### config.mk
export PLATFORM = sky130hd
export DESIGN_NAME = fp16_acc_seq
export DESIGN_NICKNAME = d
export VERILOG_FILES = /design/src/rtl/fp16_acc_seq.sv
export SDC_FILE = /design/constraint.sdc
export NUM_CORES = 1
export LEC_CHECK = 0
export CORE_ASPECT_RATIO = 0.5
export CORE_UTILIZATION = 39
export DETAILED_ROUTE_END_ITERATION = 16
export PLACE_DENSITY = 0.9
export SLEW_MARGIN = 20
export SYNTH_ARGS = -nofsm -noshare
export SYNTH_HDL_FRONTEND = slang
export SYNTH_SLANG_ARGS = --single-unit
export TNS_END_PERCENT = 50
### constraint.sdc
create_clock -name i_clk -period 2.27 [get_ports i_clk]
set_clock_uncertainty 0.1 [all_clocks]
set_input_delay 0.681 -clock i_clk [delete_from_list [all_inputs] [get_ports i_clk]]
set_output_delay 0.681 -clock i_clk [all_outputs]
set_load 0.05 [all_outputs]
### src/rtl/fp16_acc_seq.sv
// fp16_acc_seq
//   Streaming fp16 sum-reduction sequencer wrapped around an external,
//   combinational fp16 adder (instantiated by the parent). This block holds
//   only the accumulator, packet counter and handshake state; it performs no
//   arithmetic of its own and never alters the adder result.
//
// Ports
//   i_clk, i_rst          clock; asynchronous active-high reset
//   i_valid/o_ready       operand input handshake
//   i_data, i_last        fp16 operand, end-of-packet marker
//   o_add_a, o_add_b      adder operands (accumulator, i_data pass-through)
//   i_add_res             adder result
//   o_valid/i_ready       packet-total output handshake
//   o_sum                 fp16 packet total (held after handshake)
//   o_count               elements accepted in current/finished packet (saturating)
//   o_ovf                 sticky: packet longer than 2^CNT_W-1 elements
module fp16_acc_seq #(
  parameter int unsigned CNT_W = 8
) (
  input  logic             i_clk,
  input  logic             i_rst,
  input  logic             i_valid,
  output logic             o_ready,
  input  logic [15:0]      i_data,
  input  logic             i_last,
  output logic [15:0]      o_add_a,
  output logic [15:0]      o_add_b,
  input  logic [15:0]      i_add_res,
  output logic             o_valid,
  input  logic             i_ready,
  output logic [15:0]      o_sum,
  output logic [CNT_W-1:0] o_count,
  output logic             o_ovf
);

  typedef enum logic [1:0] {
    ST_IDLE,
    ST_ACC,
    ST_OUT
  } state_t;

  localparam logic [CNT_W-1:0] CNT_MAX = '1;

  state_t      state;
  logic [15:0] acc;

  assign o_ready = (state != ST_OUT) & ~i_rst;
  assign o_valid = (state == ST_OUT);
  assign o_add_a = acc;
  assign o_add_b = i_data;

  always_ff @(posedge i_clk or posedge i_rst) begin
    if (i_rst) begin
      state   <= ST_IDLE;
      acc     <= '0;
      o_sum   <= '0;
      o_count <= '0;
      o_ovf   <= 1'b0;
    end else begin
      case (state)
        ST_IDLE, ST_ACC: begin
          if (i_valid) begin
            acc <= i_add_res;
            if (o_count != CNT_MAX) begin
              o_count <= o_count + 1'b1;
            end else begin
              o_ovf <= 1'b1;
            end
            if (i_last) begin
              state <= ST_OUT;
              o_sum <= i_add_res;
            end else begin
              state <= ST_ACC;
            end
          end
        end
        ST_OUT: begin
          // The release cycle accepts no beat: o_ready is low throughout OUT.
          if (i_ready) begin
            state   <= ST_IDLE;
            acc     <= '0;
            o_count <= '0;
            o_ovf   <= 1'b0;
          end
        end
        default: state <= ST_IDLE;
      endcase
    end
  end

endmodule

# Word-level counts from Yosys, hierarchy flattened
# Cells that the tools add are included.
[totals]
register_bits = 43
latchBits = 0
ram_bits = 0
romBits = 0
inputBits = 37
out_inout_bits = 59
wordCells = 39
mem_count = 0
[op_classes]
add_sub_neg = 1
mul = 0
n_div = 0
magnitude_cmp = 0
eq_ne = 8
shift = 0
n_mux = 15
bitwise_logic = 2
reduce_logical = 8
[ops]
columns = ["operator", "n"]
rows = [
  ["16-bit 2-to-1 mux", 2],
  ["16-bit case mux with 2 select lines", 1],
  ["8-bit 2-to-1 mux", 3],
  ["8-bit case mux with 2 select lines", 1],
  ["8-bit by 1-bit adder with 8-bit output (second input constant)", 1],
  ["2-bit inequality test (second input constant)", 4],
  ["8-bit inequality test (second input constant)", 1],
  ["4-bit AND reduction", 2],
  ["2-bit 2-to-1 mux", 3],
  ["3-bit AND reduction", 2],
  ["2-bit case mux with 2 select lines", 1],
  ["1-bit 2-to-1 mux", 3],
  ["2-bit by 1-bit equality test with 1-bit output (second input constant)", 1],
  ["2-bit equality test (second input constant)", 1],
  ["2-bit zero test", 1],
  ["2-bit by 1-bit inequality test with 1-bit output (second input constant)", 1],
  ["1-bit case mux with 2 select lines", 1],
  ["2-bit AND reduction", 1],
  ["2-bit nonzero test", 1],
  ["2-bit OR reduction", 1],
  ["1-bit AND", 1],
  ["1-bit inverter", 1],
]

# Logic depth before layout (Yosys ltp)
[logic_depth]
word_depth = 4
ltp_mapped = 5
depth_no_buf = 5

# Least setup slack after synthesis
# No wires, ideal clock.
[synth_timing]
path_type = "register -> output"
startpoint = "reg state[1]"
endpoint = "out o_ready"
arrival_ns = 1.441
slack_ns = 0.048
stages_incl_launch_ff = 4
n_path_buf = 0
path_cell_list = "dfrtp_1 > or2b_2 > clkinv_4 > nor2_1"
[synth_via]
elab_chain_len = 2
[synth_rtl]
columns = ["element", "line", "source"]
rows = [
  ["start: declaration", "44", "state_t state;"],
  ["start signal: assignment", "54", "state <= ST_IDLE;"],
  ["start signal: assignment", "70", "state <= ST_OUT;"],
  ["start signal: assignment", "73", "state <= ST_ACC;"],
  ["2-bit inequality test", "47", "assign o_ready = (state != ST_OUT) & ~i_rst;"],
  ["1-bit AND", "47", ""],
  ["end: declaration", "23", "output logic o_ready,"],
]
# No other way between the ends.

# Worst setup path in the final report
[layout_timing]
startpoint = "reg o_sum[10]"
endpoint = "out o_sum[10]"
[layout_lines]
columns = ["element", "line", "source"]
rows = [
  ["start: declaration", "31", "output logic [15:0] o_sum,"],
  ["start signal: assignment", "71", "o_sum <= i_add_res;"],
]
# No word-level cell between the ends.

==> results.toml <==
[critical_path]
worstPathArrival_ns = 1.45
worst_path_largest_cell_delay_ns = 0.81
kind_of_cell_with_the_highest_combined_delay_on_the_critical_path = "buffers and inverters"
worstPathCellList = "clkdlybuf4s50_1"
critPathSlowestCell = "clkdlybuf4s50_1"
crit_type = "flip-flop to output pin"
worst_reg2reg_setup_slack_ns = 0.37
cp_data_required_time_ns = 1.49
timing.critical_path.to_type = "output pin"
worst_setup_path_start_kind = "flip-flop"
worst-path-buf-inv = 1
critical_path_fanout_max = 2

[routing]
detailed_route_via_count = 1421
drt.antenna.violating_nets = 0
routed_via_density = 5.21
drt-initial-drc-count = 84
drt_pass1_iterations = 4
route.detailed.wl_per_inst_um = 16.2
drcViolationCount = 0
detail_route.wirelength_um = 4430

[timing]
hold-worst-slack_ns = 0.407
unrepaired_setup_endpoints_after_global_routing = "no"
hold_viol_final = 0
setup_viol = 0
clock.fmax_mhz = 448
max_slew.worst_pin.slew_ns = 0.732
slew_viol_final = 0
timing.slew.headroom_pct = 51.2
period_needed_ns = 2.23
min_period_over_period_pct = 98.4

[power_and_ir_drop]
power.leakage_uw = 0.00122
final_total_pwr_uw = 2640
vdd_drop_max_mv = 0.408
powerDensity_mw_per_mm2 = 1020

[grt]
first_global_vias = 1383
global_route.usage.total_pct = 18.5
grt_start_max_net_pins = 44
grt_antenna_before_repair = 0
grt_remaining_overflow = 0
grt_pass1_wl_um = 7070

[floorplan]
floorplan.initialDensity_pct = 41.5
core_mm2 = 0.00451
design.die.area_mm2 = 0.00510
i_o_pins = 96
chipWidth_um = 100
chipHeight_um = 51.0
num_rows = 17

[cells_and_area]
areaGrowthSynthToFinish_pct = 37.5
n_diodes = 0
layout-drive-gt1-share_pct = 32.9
nets = 245
finish.utilization_pct = 57.1
layout.cells.non_filler = 273

[logic_synthesis]
synthesis.nets = 186
synth.yosys.seq_area_share_pct = 57.4
yosys.cell_types.count = 31
number_of_synthesized_flops_with_an_enable_pin = 0
post_synth_instance_area_mm2 = 0.00187
postSynthRegisterBits = 43
synth_flop_cell = "dfrtp_1"
post_synth_inst_count = 148
yosysWarnings = 0
syn-mean-instance-area_um2 = 12.7
synth-async-reset-ratio_pct = 100

[clocking]
clkSlewWorstSetupHoldPaths_ns = 0.07
cts_setup_buffers = 0
worstSkewPairLatency_ns = 0.29
numCtsBuffers = 5
cts_sinks = 43
cts_tree = "yes"
cts_hold_buffers = 0
ctsLongestPathBuffers = 2
htree_levels = 2
cts_root_buffer = "clkbuf_8"

[place]
gpl.final_weighted_congestion = 0.728
place.detailed.instances = 266
buffer_ports.inserted = 63
place_hpwl_um = 3100

[outcome]
result_of_the_run = "complete, no violations"

[run]
cap_violations = 0

[min_path]
hold_class = "flip-flop to flip-flop"
## registers in the layout, indices dropped and copies added (netlist names)
name / flops
o_count: 8
o_ovf: 1
o_sum: 16
o_add_a: 16
state: 2
## worst paths after layout
check / to / depth (start not counted) / from
worst max-delay path: o_sum[10] / 1 / o_sum[10]
worst min-delay path: o_add_a[7] / 1 / o_add_a[7]
worst max register to register: o_count[3] / 5 / o_count[0]
worst min register to register: o_add_a[7] / 1 / o_add_a[7]
max in group asynchronous: o_sum[1] / 3 / i_rst
min in group asynchronous: o_count[1] / 3 / i_rst
## power by group
part / total, uW / internal (uW) / switching (uW)
clock network: 482 / 239 / 243
logic: 1110 / 385 / 726
registers: 1040 / 911 / 133
## area by class of cell
cell class,count,area [um2]
clock inverter,1,5.00
timing repair buffer,72,671
tap,66,82.6
clock buffer,6,82.6
sequential,43,1080
fill,358,1930
inverter,3,16.3
multi-input combinational,82,642
## Yosys cell counts, types with 2 or more instances
| master | n | area (um2) |
|---|---|---|
| a21oi_1 | 2 | 10.0 |
| o31ai_1 | 2 | 15.0 |
| o21ai_0 | 11 | 55.1 |
| a22o_1 | 16 | 140 |
| dfrtp_1 | 43 | 1080 |
| nand3_1 | 5 | 25.0 |
| buf_2 | 2 | 10.0 |
| inv_1 | 2 | 7.51 |
| buf_4 | 17 | 128 |
| mux2_2 | 16 | 180 |
| nor2_1 | 3 | 11.3 |
| nand3b_1 | 2 | 15.0 |
| nand2_1 | 8 | 30.0 |
| a31oi_1 | 2 | 12.5 |
## per-layer routing
| layer | up-vias | global-route usage (%) | wire length [um] |
|---|---|---|---|
| li1 | 645 | - | - |
| met1 | 715 | 24.2 | 1900 |
| met2 | 50 | 29.5 | 2230 |
| met3 | 11 | 4.38 | 221 |
| met4 | 0 | 8.21 | 76 |
| met5 | - | 0 | 0 |
## layout by cell type, fill, tap and decap left out, types with 5 or more instances in the layout
cell / Yosys / final
a22o_1: 16 / 16
dlymetal6s2s_1: 0 / 6
dfrtp_1: 43 / 43
mux2_2: 16 / 16
clkbuf_8: 0 / 6
o21ai_0: 11 / 11
nand3_1: 5 / 5
nand2_1: 8 / 8
buf_4: 17 / 34
clkdlybuf4s50_1: 0 / 30
## repair_timing
item / CTS / global route
endpoints found under the setup margin: 0 / 7
resized for setup: 0 / 7
hold endpoints to repair: 0 / 0
## metrics by stage
stage	setup TNS, ns	worst slack (ns)	instance area [um2]
6_report	0	0.0354	2570
5_1_grt	0	0.00252	2570
4_1_cts	0	0.00114	2560
3_5_place_dp	-1.62	-0.110	2470
3_3_place_gp	-1.14	-0.0717	2470
2_1_floorplan	0	0.0482	1870
## logic make-up (layout without fill, tap and decap cells)
logic type	Yosys count	count (layout)	share of synthesized area, %
AOI/OAI and AO/OA	38	38	15.2
adders and majority gates	1	1	0.668
buffers and inverters	23	82	8.42
DFF	43	43	57.4
muxes	16	16	9.62
and+or+nand+nor	27	27	8.62
Power figures use the tool's default switching activity.
